$ cat config.mk
export PLATFORM = sky130hd
export DESIGN_NAME = decode_stage
export DESIGN_NICKNAME = d
export VERILOG_FILES = /design/src/rtl/decode_stage_pkg.sv /design/src/rtl/decode_stage_control.sv /design/src/rtl/decode_stage_regbank.sv /design/src/rtl/decode_stage.sv
export SDC_FILE = /design/constraint.sdc
export NUM_CORES = 2
export LEC_CHECK = 0
export ABC_CLOCK_PERIOD_IN_PS = 6200
export BUFFER_PORTS_ARGS = -buffer_cell sky130_fd_sc_hd__buf_2
export CAP_MARGIN = 5
export CORE_MARGIN = 1.5
export CORE_UTILIZATION = 45
export DETAILED_ROUTE_END_ITERATION = 6
export REMOVE_ABC_BUFFERS = 1
export SYNTH_ARGS = -nofsm -noshare
export SYNTH_HDL_FRONTEND = slang
export SYNTH_HIERARCHICAL = 1
export SYNTH_SLANG_ARGS = --single-unit
$ cat constraint.sdc
create_clock -name i_clk -period 6.2 [get_ports i_clk]
set_clock_uncertainty 0.1 [all_clocks]
set_input_delay 0.62 -clock i_clk [delete_from_list [all_inputs] [get_ports i_clk]]
set_output_delay 0.62 -clock i_clk [all_outputs]
set_load 0.05 [all_outputs]
$ cat src/rtl/decode_stage_pkg.sv
// Shared MIPS decode definitions: opcode/funct codes, ALU and memory-size
// encodings, the decoded control bundle and a register-range helper.
package decode_stage_pkg;

    // Primary opcodes
    localparam logic [5:0] OP_RTYPE = 6'h00;
    localparam logic [5:0] OP_J     = 6'h02;
    localparam logic [5:0] OP_JAL   = 6'h03;
    localparam logic [5:0] OP_BEQ   = 6'h04;
    localparam logic [5:0] OP_BNE   = 6'h05;
    localparam logic [5:0] OP_ADDI  = 6'h08;
    localparam logic [5:0] OP_ADDIU = 6'h09;
    localparam logic [5:0] OP_SLTI  = 6'h0A;
    localparam logic [5:0] OP_ANDI  = 6'h0C;
    localparam logic [5:0] OP_ORI   = 6'h0D;
    localparam logic [5:0] OP_XORI  = 6'h0E;
    localparam logic [5:0] OP_LUI   = 6'h0F;
    localparam logic [5:0] OP_LB    = 6'h20;
    localparam logic [5:0] OP_LH    = 6'h21;
    localparam logic [5:0] OP_LW    = 6'h23;
    localparam logic [5:0] OP_LBU   = 6'h24;
    localparam logic [5:0] OP_LHU   = 6'h25;
    localparam logic [5:0] OP_SB    = 6'h28;
    localparam logic [5:0] OP_SH    = 6'h29;
    localparam logic [5:0] OP_SW    = 6'h2B;

    // R-type funct codes resolved in ID
    localparam logic [5:0] FN_JR    = 6'h08;
    localparam logic [5:0] FN_JALR  = 6'h09;

    // EX ALU operation selector
    localparam logic [1:0] ALU_ADD    = 2'b00;
    localparam logic [1:0] ALU_SUB    = 2'b01;
    localparam logic [1:0] ALU_FUNCT  = 2'b10;
    localparam logic [1:0] ALU_OPCODE = 2'b11;

    // MEM access size
    localparam logic [1:0] MEM_BYTE = 2'b00;
    localparam logic [1:0] MEM_HALF = 2'b01;
    localparam logic [1:0] MEM_WORD = 2'b11;

    localparam logic [4:0] REG_ZERO = 5'd0;
    localparam logic [4:0] REG_RA   = 5'd31;

    typedef enum logic [1:0] {
        DEST_RD  = 2'd0,
        DEST_RT  = 2'd1,
        DEST_R31 = 2'd2
    } dest_sel_e;

    typedef enum logic [1:0] {
        FLOW_NONE   = 2'd0,
        FLOW_BRANCH = 2'd1,
        FLOW_JUMP   = 2'd2,
        FLOW_JREG   = 2'd3
    } flow_e;

    // Control carried into EX/MEM/WB
    typedef struct packed {
        logic       wb_mem_to_reg;
        logic       wb_write_reg;
        logic       mem_read;
        logic       mem_write;
        logic       mem_signed;
        logic [1:0] mem_size;
        logic [1:0] alu_op;
        logic       alu_src;
    } ctrl_t;

    // Full decode result consumed inside ID
    typedef struct packed {
        ctrl_t     ctrl;
        logic      use_rs;
        logic      use_rt;
        logic      zero_ext;
        logic      link;
        logic      bne;
        flow_e     flow;
        dest_sel_e dest_sel;
    } decode_t;

    // True when a register index maps onto an implemented register
    function automatic logic reg_implemented(input logic [4:0] addr, input int unsigned n);
        return (32'(addr) < n);
    endfunction

endpackage

$ cat src/rtl/decode_stage_control.sv
// Purely combinational opcode/funct decoder producing the control bundle,
// source-use flags, immediate-extend mode and control-flow class.
module decode_control
    import decode_stage_pkg::*;
(
    input  logic [5:0] opcode_i,
    input  logic [5:0] funct_i,
    output decode_t    dec_c_o
);

    decode_t dec;

    // Opcode/funct to control; unknown encodings fall through as a NOP
    always_comb begin
        dec          = '0;
        dec.flow     = FLOW_NONE;
        dec.dest_sel = DEST_RT;
        case (opcode_i)
            OP_RTYPE: begin
                dec.use_rs = 1'b1;
                if (funct_i == FN_JR) begin
                    dec.flow = FLOW_JREG;
                end else if (funct_i == FN_JALR) begin
                    dec.flow              = FLOW_JREG;
                    dec.link              = 1'b1;
                    dec.ctrl.wb_write_reg = 1'b1;
                    dec.ctrl.alu_src      = 1'b1;
                    dec.ctrl.alu_op       = ALU_ADD;
                    dec.dest_sel          = DEST_RD;
                end else begin
                    dec.use_rt            = 1'b1;
                    dec.ctrl.wb_write_reg = 1'b1;
                    dec.ctrl.alu_op       = ALU_FUNCT;
                    dec.dest_sel          = DEST_RD;
                end
            end
            OP_LB, OP_LH, OP_LW, OP_LBU, OP_LHU: begin
                dec.use_rs             = 1'b1;
                dec.ctrl.mem_read      = 1'b1;
                dec.ctrl.wb_mem_to_reg = 1'b1;
                dec.ctrl.wb_write_reg  = 1'b1;
                dec.ctrl.alu_src       = 1'b1;
                dec.ctrl.alu_op        = ALU_ADD;
                dec.ctrl.mem_signed    = (opcode_i == OP_LB) || (opcode_i == OP_LH) ||
                                         (opcode_i == OP_LW);
                if (opcode_i == OP_LW) begin
                    dec.ctrl.mem_size = MEM_WORD;
                end else if ((opcode_i == OP_LH) || (opcode_i == OP_LHU)) begin
                    dec.ctrl.mem_size = MEM_HALF;
                end else begin
                    dec.ctrl.mem_size = MEM_BYTE;
                end
            end
            OP_SB, OP_SH, OP_SW: begin
                dec.use_rs         = 1'b1;
                dec.use_rt         = 1'b1;
                dec.ctrl.mem_write = 1'b1;
                dec.ctrl.alu_src   = 1'b1;
                dec.ctrl.alu_op    = ALU_ADD;
                if (opcode_i == OP_SW) begin
                    dec.ctrl.mem_size = MEM_WORD;
                end else if (opcode_i == OP_SH) begin
                    dec.ctrl.mem_size = MEM_HALF;
                end else begin
                    dec.ctrl.mem_size = MEM_BYTE;
                end
            end
            OP_ADDI, OP_ADDIU, OP_SLTI, OP_ANDI, OP_ORI, OP_XORI, OP_LUI: begin
                dec.use_rs            = (opcode_i != OP_LUI);
                dec.ctrl.wb_write_reg = 1'b1;
                dec.ctrl.alu_src      = 1'b1;
                dec.ctrl.alu_op       = ALU_OPCODE;
                dec.zero_ext          = (opcode_i == OP_ANDI) || (opcode_i == OP_ORI) ||
                                        (opcode_i == OP_XORI);
            end
            OP_BEQ, OP_BNE: begin
                dec.use_rs      = 1'b1;
                dec.use_rt      = 1'b1;
                dec.ctrl.alu_op = ALU_SUB;
                dec.flow        = FLOW_BRANCH;
                dec.bne         = (opcode_i == OP_BNE);
            end
            OP_J: begin
                dec.flow = FLOW_JUMP;
            end
            OP_JAL: begin
                dec.flow              = FLOW_JUMP;
                dec.link              = 1'b1;
                dec.ctrl.wb_write_reg = 1'b1;
                dec.ctrl.alu_src      = 1'b1;
                dec.ctrl.alu_op       = ALU_ADD;
                dec.dest_sel          = DEST_R31;
            end
            default: begin
            end
        endcase
    end

    assign dec_c_o = dec;

endmodule

$ cat src/rtl/decode_stage_regbank.sv
// Register bank: two combinational read ports, one write port, r0 hard-wired
// to zero, unimplemented indices read zero and drop writes, cleared on reset.
module register_bank
    import decode_stage_pkg::*;
#(
    parameter int unsigned DATA_WIDTH = 32,
    parameter int unsigned NUM_REGS   = 32
) (
    input  logic                  clk_i,
    input  logic                  rst_ni,
    input  logic                  we_i,
    input  logic [4:0]            waddr_i,
    input  logic [DATA_WIDTH-1:0] wdata_i,
    input  logic [4:0]            raddr_a_i,
    input  logic [4:0]            raddr_b_i,
    output logic [DATA_WIDTH-1:0] rdata_a_c_o,
    output logic [DATA_WIDTH-1:0] rdata_b_c_o
);

    localparam int unsigned AW = (NUM_REGS > 1) ? $clog2(NUM_REGS) : 1;

    logic [DATA_WIDTH-1:0] regs_q [NUM_REGS];

    // Synchronous clear, then guarded writes (never r0, never past the bank)
    always_ff @(posedge clk_i) begin
        if (!rst_ni) begin
            for (int unsigned i = 0; i < NUM_REGS; i++) begin
                regs_q[i] <= '0;
            end
        end else if (we_i && (waddr_i != REG_ZERO) && reg_implemented(waddr_i, NUM_REGS)) begin
            regs_q[waddr_i[AW-1:0]] <= wdata_i;
        end
    end

    // Read-old ports; out-of-range indices return zero
    always_comb begin
        rdata_a_c_o = '0;
        rdata_b_c_o = '0;
        if (reg_implemented(raddr_a_i, NUM_REGS)) rdata_a_c_o = regs_q[raddr_a_i[AW-1:0]];
        if (reg_implemented(raddr_b_i, NUM_REGS)) rdata_b_c_o = regs_q[raddr_b_i[AW-1:0]];
    end

endmodule

$ cat src/rtl/decode_stage.sv
// MIPS ID stage: register bank, decode, branch/jump resolution, hazard
// stall/flush and the ID/EX pipeline register.
// Build option WB_BYPASS_EN: forward a same-cycle WB write into the operands;
// when undefined the bank is read-old and a matching WB write stalls ID.
module decode_stage
    import decode_stage_pkg::*;
#(
    parameter int unsigned DATA_WIDTH = 32,
    parameter int unsigned PC_WIDTH   = 32,
    parameter int unsigned NUM_REGS   = 32
) (
    input  logic                  i_clk,
    input  logic                  i_reset,
    input  logic [31:0]           i_instruction,
    input  logic [PC_WIDTH-1:0]   i_pc,
    input  logic                  i_valid,
    input  logic                  i_wb_write_enable,
    input  logic [4:0]            i_wb_write_addr,
    input  logic [DATA_WIDTH-1:0] i_wb_write_data,
    input  logic                  i_ex_write_reg,
    input  logic                  i_ex_mem_read,
    input  logic [4:0]            i_ex_dest,
    input  logic                  i_mem_mem_read,
    input  logic [4:0]            i_mem_dest,
    input  logic                  i_halt,
    output logic [DATA_WIDTH-1:0] o_RA,
    output logic [DATA_WIDTH-1:0] o_RB,
    output logic [4:0]            o_rs,
    output logic [4:0]            o_rt,
    output logic [4:0]            o_rd,
    output logic [4:0]            o_shamt,
    output logic [5:0]            o_funct,
    output logic [5:0]            o_opcode,
    output logic [DATA_WIDTH-1:0] o_inmediato,
    output logic                  o_valid,
    output logic                  o_WB_mem_to_reg,
    output logic                  o_WB_write_reg,
    output logic                  o_MEM_mem_read,
    output logic                  o_MEM_mem_write,
    output logic                  o_MEM_signed,
    output logic [1:0]            o_MEM_size,
    output logic [1:0]            o_EX_ALU_op,
    output logic                  o_EX_ALU_src,
    output logic                  o_stall,
    output logic                  o_jump,
    output logic [PC_WIDTH-1:0]   o_jump_address,
    output logic                  o_flush_if
);

    localparam logic [PC_WIDTH-1:0] PC_LOW28 = PC_WIDTH'(32'h0FFF_FFFF);

    logic [4:0]  rs_c, rt_c, rd_c, shamt_c;
    logic [5:0]  opcode_c, funct_c;
    logic [15:0] imm16_c;
    decode_t     dec_c;

    assign opcode_c = i_instruction[31:26];
    assign rs_c     = i_instruction[25:21];
    assign rt_c     = i_instruction[20:16];
    assign rd_c     = i_instruction[15:11];
    assign shamt_c  = i_instruction[10:6];
    assign funct_c  = i_instruction[5:0];
    assign imm16_c  = i_instruction[15:0];

    decode_control u_decode_control (
        .opcode_i (opcode_c),
        .funct_i  (funct_c),
        .dec_c_o  (dec_c)
    );

    logic [DATA_WIDTH-1:0] bank_ra_c, bank_rb_c;

    register_bank #(
        .DATA_WIDTH (DATA_WIDTH),
        .NUM_REGS   (NUM_REGS)
    ) u_register_bank (
        .clk_i       (i_clk),
        .rst_ni      (i_reset),
        .we_i        (i_wb_write_enable),
        .waddr_i     (i_wb_write_addr),
        .wdata_i     (i_wb_write_data),
        .raddr_a_i   (rs_c),
        .raddr_b_i   (rt_c),
        .rdata_a_c_o (bank_ra_c),
        .rdata_b_c_o (bank_rb_c)
    );

    // A WB write that will actually land in the bank this edge
    logic wb_live_c;
    assign wb_live_c = i_wb_write_enable && (i_wb_write_addr != REG_ZERO) &&
                       reg_implemented(i_wb_write_addr, NUM_REGS);

    // A non-zero destination that feeds one of this instruction's sources
    function automatic logic src_match(input logic [4:0] dest, input decode_t dec,
                                       input logic [4:0] rs, input logic [4:0] rt);
        return (dest != REG_ZERO) &&
               ((dec.use_rs && (dest == rs)) || (dec.use_rt && (dest == rt)));
    endfunction

    logic [DATA_WIDTH-1:0] ra_c, rb_c;
    logic                  wb_hz_c;

`ifdef WB_BYPASS_EN
    // Write-first forwarding of the same-cycle WB result
    always_comb begin
        ra_c    = bank_ra_c;
        rb_c    = bank_rb_c;
        wb_hz_c = 1'b0;
        if (wb_live_c && (i_wb_write_addr == rs_c)) ra_c = i_wb_write_data;
        if (wb_live_c && (i_wb_write_addr == rt_c)) rb_c = i_wb_write_data;
    end
`else
    // Read-old bank; a matching in-flight WB write holds ID one cycle
    always_comb begin
        ra_c    = bank_ra_c;
        rb_c    = bank_rb_c;
        wb_hz_c = wb_live_c && src_match(i_wb_write_addr, dec_c, rs_c, rt_c);
    end
`endif

    logic load_use_c, branch_hz_c, stall_raw_c, taken_c;

    // Hazard detection: load-use, ID-resolved control-flow operands, WB
    always_comb begin
        load_use_c  = i_ex_mem_read && (i_ex_dest != REG_ZERO) &&
                      ((i_ex_dest == rs_c) || (dec_c.use_rt && (i_ex_dest == rt_c)));
        branch_hz_c = ((dec_c.flow == FLOW_BRANCH) || (dec_c.flow == FLOW_JREG)) &&
                      ((i_ex_write_reg && src_match(i_ex_dest, dec_c, rs_c, rt_c)) ||
                       (i_mem_mem_read && src_match(i_mem_dest, dec_c, rs_c, rt_c)));
        stall_raw_c = i_valid && (load_use_c || branch_hz_c || wb_hz_c);
    end

    // Branch/jump resolution and target selection
    always_comb begin
        taken_c        = 1'b0;
        o_jump_address = '0;
        case (dec_c.flow)
            FLOW_BRANCH: begin
                taken_c        = (ra_c == rb_c) ^ dec_c.bne;
                o_jump_address = i_pc + {{(PC_WIDTH-18){imm16_c[15]}}, imm16_c, 2'b00};
            end
            FLOW_JUMP: begin
                taken_c        = 1'b1;
                o_jump_address = (i_pc & ~PC_LOW28) | PC_WIDTH'({i_instruction[25:0], 2'b00});
            end
            FLOW_JREG: begin
                taken_c        = 1'b1;
                o_jump_address = PC_WIDTH'(ra_c);
            end
            default: begin
            end
        endcase
    end

    assign o_stall    = i_reset && stall_raw_c;
    assign o_jump     = i_reset && taken_c && i_valid && !stall_raw_c && !i_halt;
    assign o_flush_if = o_jump;

    logic [DATA_WIDTH-1:0] ra_q, ra_d, rb_q, rb_d, imm_q, imm_d;
    logic [4:0]            rs_q, rs_d, rt_q, rt_d, rd_q, rd_d, shamt_q, shamt_d;
    logic [5:0]            funct_q, funct_d, opcode_q, opcode_d;
    logic                  valid_q, valid_d;
    ctrl_t                 ctrl_q, ctrl_d;

    // ID/EX next state: halt holds, stall or empty slot bubbles, else load
    always_comb begin
        ra_d     = ra_q;
        rb_d     = rb_q;
        imm_d    = imm_q;
        rs_d     = rs_q;
        rt_d     = rt_q;
        rd_d     = rd_q;
        shamt_d  = shamt_q;
        funct_d  = funct_q;
        opcode_d = opcode_q;
        valid_d  = valid_q;
        ctrl_d   = ctrl_q;
        if (i_halt) begin
            // hold
        end else if (stall_raw_c || !i_valid) begin
            ra_d     = '0;
            rb_d     = '0;
            imm_d    = '0;
            rs_d     = '0;
            rt_d     = '0;
            rd_d     = '0;
            shamt_d  = '0;
            funct_d  = '0;
            opcode_d = '0;
            valid_d  = 1'b0;
            ctrl_d   = '0;
        end else begin
            ra_d     = dec_c.link ? DATA_WIDTH'(i_pc) : ra_c;
            rb_d     = rb_c;
            if (dec_c.link) begin
                imm_d = '0;
            end else if (dec_c.zero_ext) begin
                imm_d = {{(DATA_WIDTH-16){1'b0}}, imm16_c};
            end else begin
                imm_d = {{(DATA_WIDTH-16){imm16_c[15]}}, imm16_c};
            end
            rs_d     = rs_c;
            rt_d     = rt_c;
            case (dec_c.dest_sel)
                DEST_RD:  rd_d = rd_c;
                DEST_R31: rd_d = REG_RA;
                default:  rd_d = rt_c;
            endcase
            shamt_d  = shamt_c;
            funct_d  = funct_c;
            opcode_d = opcode_c;
            valid_d  = 1'b1;
            ctrl_d   = dec_c.ctrl;
        end
    end

    // ID/EX register with synchronous clear
    always_ff @(posedge i_clk) begin
        if (!i_reset) begin
            ra_q     <= '0;
            rb_q     <= '0;
            imm_q    <= '0;
            rs_q     <= '0;
            rt_q     <= '0;
            rd_q     <= '0;
            shamt_q  <= '0;
            funct_q  <= '0;
            opcode_q <= '0;
            valid_q  <= 1'b0;
            ctrl_q   <= '0;
        end else begin
            ra_q     <= ra_d;
            rb_q     <= rb_d;
            imm_q    <= imm_d;
            rs_q     <= rs_d;
            rt_q     <= rt_d;
            rd_q     <= rd_d;
            shamt_q  <= shamt_d;
            funct_q  <= funct_d;
            opcode_q <= opcode_d;
            valid_q  <= valid_d;
            ctrl_q   <= ctrl_d;
        end
    end

    assign o_RA            = ra_q;
    assign o_RB            = rb_q;
    assign o_inmediato     = imm_q;
    assign o_rs            = rs_q;
    assign o_rt            = rt_q;
    assign o_rd            = rd_q;
    assign o_shamt         = shamt_q;
    assign o_funct         = funct_q;
    assign o_opcode        = opcode_q;
    assign o_valid         = valid_q;
    assign o_WB_mem_to_reg = ctrl_q.wb_mem_to_reg;
    assign o_WB_write_reg  = ctrl_q.wb_write_reg;
    assign o_MEM_mem_read  = ctrl_q.mem_read;
    assign o_MEM_mem_write = ctrl_q.mem_write;
    assign o_MEM_signed    = ctrl_q.mem_signed;
    assign o_MEM_size      = ctrl_q.mem_size;
    assign o_EX_ALU_op     = ctrl_q.alu_op;
    assign o_EX_ALU_src    = ctrl_q.alu_src;

endmodule
Word-level counts from Yosys, hierarchy flattened

Memory sizes are Yosys's and may differ from the RTL's.
Cells that the tools add are included.

Bits in registers: 139
RAM bits: 1024
Input port bits: 119
Output and inout port bits: 174
Word-level logic and storage cells: 162
Memories: 1

Memory list:

| name                   | depth | bits a word | rd ports | clocked after Yosys merged registers in | wr ports | line                       | source |
|---|---|---|---|---|---|---|---|
| u_register_bank.regs_q | 32    | 32          | 2        | 0                                       | 32       | decode_stage_regbank.sv:22 | `logic [DATA_WIDTH-1:0] regs_q [NUM_REGS];` |

$add $sub $neg: 1
Eq/ne operators: 33
Multiplexer cells: 52
Bitwise gates (word level): 2
Reduce and logical (&&, ||, !) cells: 55

Operators by type and width:

| cell                                                            | count |
|---|---|
| 32-bit 2-to-1 mux                                               | 7 |
| 32-bit one-hot mux with 3 select lines                          | 1 |
| 6-bit by 4-bit == test with 1-bit output, second input constant | 9 |
| 6-bit == test, second input constant                            | 8 |
| 32-bit adder                                                    | 1 |
| 32-bit == test                                                  | 1 |
| 32-bit by 28-bit bitwise OR with 32-bit output                  | 1 |
| 32-bit OR reduction                                             | 1 |
| 5-bit == test                                                   | 6 |
| 5-bit 2-to-1 mux                                                | 5 |
| 1-bit logical AND                                               | 22 |
| 1-bit 2-to-1 mux                                                | 19 |
| 16-bit OR reduction                                             | 1 |
| 5-bit nonzero test                                              | 3 |
| 1-bit logical OR                                                | 14 |
| 13-bit OR reduction                                             | 1 |
| 6-bit by 2-bit == test with 1-bit output, second input constant | 2 |
| 6-bit by 3-bit == test with 1-bit output, second input constant | 2 |
| 6-bit 2-to-1 mux                                                | 2 |
| 1-bit one-hot mux with 2 select lines                           | 6 |
| 2-bit one-hot mux with 3 select lines                           | 2 |
| 11-bit OR reduction                                             | 1 |
| 10-bit 2-to-1 mux                                               | 1 |
| 2-bit 2-to-1 mux                                                | 5 |
| 14 further kinds                                                | 22 |

Depth between registers and ports, before layout

Depth in word-level cells: 16
Mapped depth: 16
Mapped depth without buffers: 12

Hierarchy

The synthesis kept the hierarchy.

Modules (own cells, without submodules):

| module         | instances | cells an instance | area each (um2) | sequential area each (um2) |
|---|---|---|---|---|
| register_bank  | 1         | 4609              | 55634.6         | 30749.5 |
| decode_stage   | 1         | 768               | 7319.5          | 2482.4 |
| decode_control | 1         | 63                | 385.4           | 0.0 |

Worst setup path before layout

Ideal clock, no wire load.

Path type: input-to-output
Start point: input port i_instruction[22]
End point: output port o_jump
Data arrival time: 4.146 ns
Data required time: 5.480 ns
Setup slack: 1.334 ns
Cell stages on the path: 15
Buffers on the path: 4
Cells stage by stage: buf_2 -> buf_2 -> buf_2 -> mux2i_1 -> a22oi_1 -> a31oi_1 -> nand3_1 -> xnor2_1 -> nand4_1 -> nor4_1 -> nand2_1 -> xnor2_1 -> a21oi_1 -> nor3_1 -> buf_4

Elaborated cells between the ends (all ways): 31
Those cells by class: eq/ne (4); mux (1); bitwise (1); reduce/logical (24); memory (1)

RTL lines:

| element                               | line                | source |
|---|---|---|
| from (decl)                           | decode_stage.sv:14  | `input logic [31:0] i_instruction,` |
| memory read 32 x 32 bit               | -                   |  |
| named net bank_ra_c[1]                | decode_stage.sv:71  | `logic [DATA_WIDTH-1:0] bank_ra_c, bank_rb_c;` |
| 32-bit == test                        | decode_stage.sv:139 | `taken_c = (ra_c == rb_c) ^ dec_c.bne;` |
| 1-bit bitwise XOR                     | decode_stage.sv:139 |  |
| 1-bit one-hot mux with 2 select lines | decode_stage.sv:137 | `case (dec_c.flow)` |
| 1-bit logical AND (4 in series)       | decode_stage.sv:156 | `assign o_jump = i_reset && taken_c && i_valid && !stall_raw_c && !i_halt;` |
| to (decl)                             | decode_stage.sv:45  | `output logic o_jump,` |

The timed path passes the listed nets, and every way through them passes these cells.

Worst setup path in the final report

Start point: input port i_instruction[16]
End point: output port o_jump

Elaborated cells between the ends (all ways): 31
Those cells by class: eq/ne (4); mux (1); bitwise (1); reduce/logical (24); memory (1)

RTL lines:

| element                               | line |
|---|---|
| memory read 32 x 32 bit               | - |
| named net bank_rb_c[2]                | decode_stage.sv:71 |
| 32-bit == test                        | decode_stage.sv:139 |
| 1-bit bitwise XOR                     | decode_stage.sv:139 |
| 1-bit one-hot mux with 2 select lines | decode_stage.sv:137 |
| 1-bit logical AND (4 in series)       | decode_stage.sv:156 |

The timed path passes the listed nets, and every way through them passes these cells.

==> flow_summary.ini <==
[status]
outcome = finished, violations left
violations = negative setup slack

[route]
viasPerCell = 6.18
drt-total-wl_um = 233000
top_layer = met5
wl_met1_um = 93400
drc = 0
ant_nets = 0
wl_met2_um = 109000
wl_met3_um = 21700
num_vias = 46900
drtIter0Drc = 5199
first_pass_iters = 7
wl_per_cell_um = 30.8

[floorplanning]
chipWidth_um = 378
initial_utilization = 0.454
core_sq_mm = 0.140
die_h_um = 378
floorplan.die_area_sq_mm = 0.143
ioPinCount = 293
rows = 137

[pwr]
pwr-share-seq = 0.459
p_comb_frac = 0.143
ir_drop_mv = 0.307
swShare = 0.274
power_switching_w = 0.00541
p_leak_nw = 28.5
power.total_w = 0.0197
powerDensity_mw_per_mm2 = 275
clock_power_share = 0.398
p_int_w = 0.0143

[critical_path]
path_cells = buf_2, buf_4, nor2_4, buf_12, buf_4, a22o_1, nor3_1, a31oi_1, nand3_1, xnor2_2, nand4_1, nor4_1, nand2_1, xnor2_1, a21oi_1, nor3_1, buf_2
cp.arrival_ns = 5.54
slowest_stage = a31oi_1
rr_worst_depth = 7
cp_data_required_time_ns = 5.48
worstSetupStartpointType = primary input
crit_family = simple AND/OR/NAND/NOR gates
crit_fanout = 39
crit_buf_inv = 5
r2r_start = u_register_bank/regs_q[2][5]
cpPeakStageDelay_ns = 0.47
cp-end-kind = output port
path_class = in2out
worstReg2RegEnd = o_RA[5]
reg2reg_slack_ns = 3.46

[synth]
syn_area_sq_mm = 0.0633
synth_top_family_by_area = multiplexers
synth-simple-area-share = 0.149
synth_ff_type = edfxtp_1
yosys_warnings = 6
synth-compound-area-share = 0.0967
synth.mux.area_fraction = 0.173
synth_common_cells = mux2i_1, edfxtp_1, and2_1
netlist_instances = 5440
synth_seq_cells = 1148
synth-xor-area-share = 0.0115
synthDominantCellAreaShare = 0.485
synth_top_cell_by_area = edfxtp_1
synth-adder-area-share = 0.00604
synthTopCellsByArea = edfxtp_1, mux2i_1, and2_1, dfxtp_1, a22o_1
syn_avg_cell_area_sq_um = 11.6
seq_area_frac_synth = 0.525
yosysMostFrequentCell = mux2i_1
synth_edf_count = 1024
yosysUniqueCellTypes = 71
async_flop_share = 0

[placement]
portBuffers = 292
place.gp.congestion = 0.949
dp_hpwl_um = 146000
placed_area_sq_mm = 0.0675

[sta]
rsz0062_at_grt = no
max_freq_ghz = 0.160
maxSlewHeadroom = 0.0757
finalCritPeriodShare = 1.01
min_period_ns = 6.26
whs_ns = 0.0444
hold_viol = 0
tightest_slew_ns = 1.38
slew_viol_final = 0
timing.final.setup_violations = 2
layout_setup_ws_ns = -0.0638

[cts]
cts_max_level = 4
clock-root-buffer = clkbuf_16
clock-sinks = 1148
cts_max_path_buffers = 3
clk_latency_ns = 0.80
cts_inserted_buffers = 133
cts.reportedPaths.clkPinSlew_ns = 0.06
post_cts_buffers = 0
cts_tree = yes

[final_layout]
fillers = 12200
drive_gt1_frac = 0.147
syn_to_final_growth_pct = 13.5
fin_area_sq_mm = 0.0719
top_register = u_register_bank/regs_q
num-nets-final = 5730
largest_reg_flops = 1024
utilization = 0.515

[worst_hold_path]
hp-start = i_instruction[9]
hp-class = in2reg
min_path_cells = 2
min_to = o_shamt[3]

[grt]
grt_first_pass_wirelength_um = 326000
antenna_found_initial = 12
grt_max_degree = 115
grt_overflow_total = 0
grt_pass1_vias = 45200
track_usage = 0.319

[job]
drv_cap = 0
## power groups by stage
| stage | registers, W | clock network, W | logic (W) |
|---|---|---|---|
| floorplan | 0.00931 | 0 | 0.00130 |
| global placement | 0.00919 | 0 | 0.00275 |
| detailed placement | 0.00921 | 0 | 0.00276 |
| CTS | 0.00905 | 0.00792 | 0.00277 |
| global route | 0.00910 | 0.00822 | 0.00293 |
| finish | 0.00906 | 0.00785 | 0.00283 |
## worst reg2reg max path: stages (launching register included)
cell      delay (ns)
edfxtp_1        0.42
mux2i_1         0.21
a22o_1          0.17
nor3_1          0.08
a31oi_1         0.58
nand3_1         0.49
mux2_2          0.43
a22o_1          0.17
## kinds of logic after synthesis
family,Yosys count
XOR/XNOR,83
AND/OR/NAND/NOR,1670
multiplexers,1088
buffers and inverters,541
AO/OA/AOI/OAI,879
flip-flops,1148
other,1
adder cells (fa/ha/maj),30
## layout by cell type, fill, tap and decap left out, types with 7 or more instances in the layout
cell type,synthesis,layout
mux2i_1,1027,1027
edfxtp_1,1024,1024
and2_1,996,993
buf_2,103,289
a22o_1,252,252
nand2_1,249,246
a21oi_1,226,225
nand3_1,203,203
a22oi_1,192,192
buf_4,62,164
clkbuf_16,0,138
dfxtp_1,124,124
nor3_1,72,72
a31oi_1,67,63
mux2_2,61,61
xnor2_1,64,60
o21ai_0,75,44
buf_12,0,43
clkbuf_1,284,40
nor2_1,65,37
conb_1,1,32
o21ai_4,0,31
ha_1,29,29
clkinv_1,0,25
diode_2,0,19
xor2_1,19,19
nor2_4,4,18
nor2_2,3,17
inv_1,17,16
clkinv_2,0,16
nand4_1,15,15
a21o_1,14,14
nand2b_1,16,12
bufinv_16,0,12
o31ai_1,9,9
a211oi_1,8,8
inv_6,0,7
## layout make-up
| cell class | count | area [sq um] | share of cell area |
|---|---|---|---|
| clock buffers | 178 | 3600 | 0.0501 |
| flip-flops and latches | 1148 | 33200 | 0.462 |
| clock inverters | 65 | 663 | 0.00923 |
| repair buffers | 499 | 3580 | 0.0498 |
| diodes | 19 | 47.5 | 0.000661 |
| multi-input cells | 3782 | 28300 | 0.394 |
| inverters | 17 | 63.8 | 0.000888 |
| well taps | 1876 | 2350 | 0.0327 |
## layer usage
layer / vias to the layer above / track usage
li1: 20300 / -
met5: - / 0
met4: 6 / 0.136
met1: 23600 / 0.422
met3: 484 / 0.0560
met2: 2552 / 0.516
## stage by stage
stage / worst slack, ns / instances / setup TNS [ns]
detailed placement: -0.0111 / 7321 / -0.0207
global placement: -0.110 / 7321 / -0.218
floorplan: -3.00 / 4947 / -33.48
finish: -0.0638 / 7584 / -0.125
CTS: 0.0257 / 7565 / 0
global route: 0.0233 / 7570 / 0
## timing repair
item / in CTS / in global routing
setup endpoints to repair: 2 / 2
resized for setup: 1 / 7
endpoints found under the hold margin: 1 / 0
hold buffers: 1 / 0
## how the worst max path moves through the flow
| stage | startpoint | endpoint | slack (ns) | cells after the start |
|---|---|---|---|---|
| 2_1_floorplan | i_instruction[23] | o_flush_if | -3.00 | 11 |
| 3_3_place_gp | i_instruction[16] | o_flush_if | -0.11 | 17 |
| 5_1_grt | i_instruction[22] | o_jump | 0.02 | 16 |
| 4_1_cts | i_instruction[16] | o_jump | 0.03 | 16 |
| 3_5_place_dp | i_instruction[16] | o_jump | -0.01 | 17 |
| 6_report | i_instruction[16] | o_jump | -0.06 | 17 |
(Power assumes the default switching activity.)
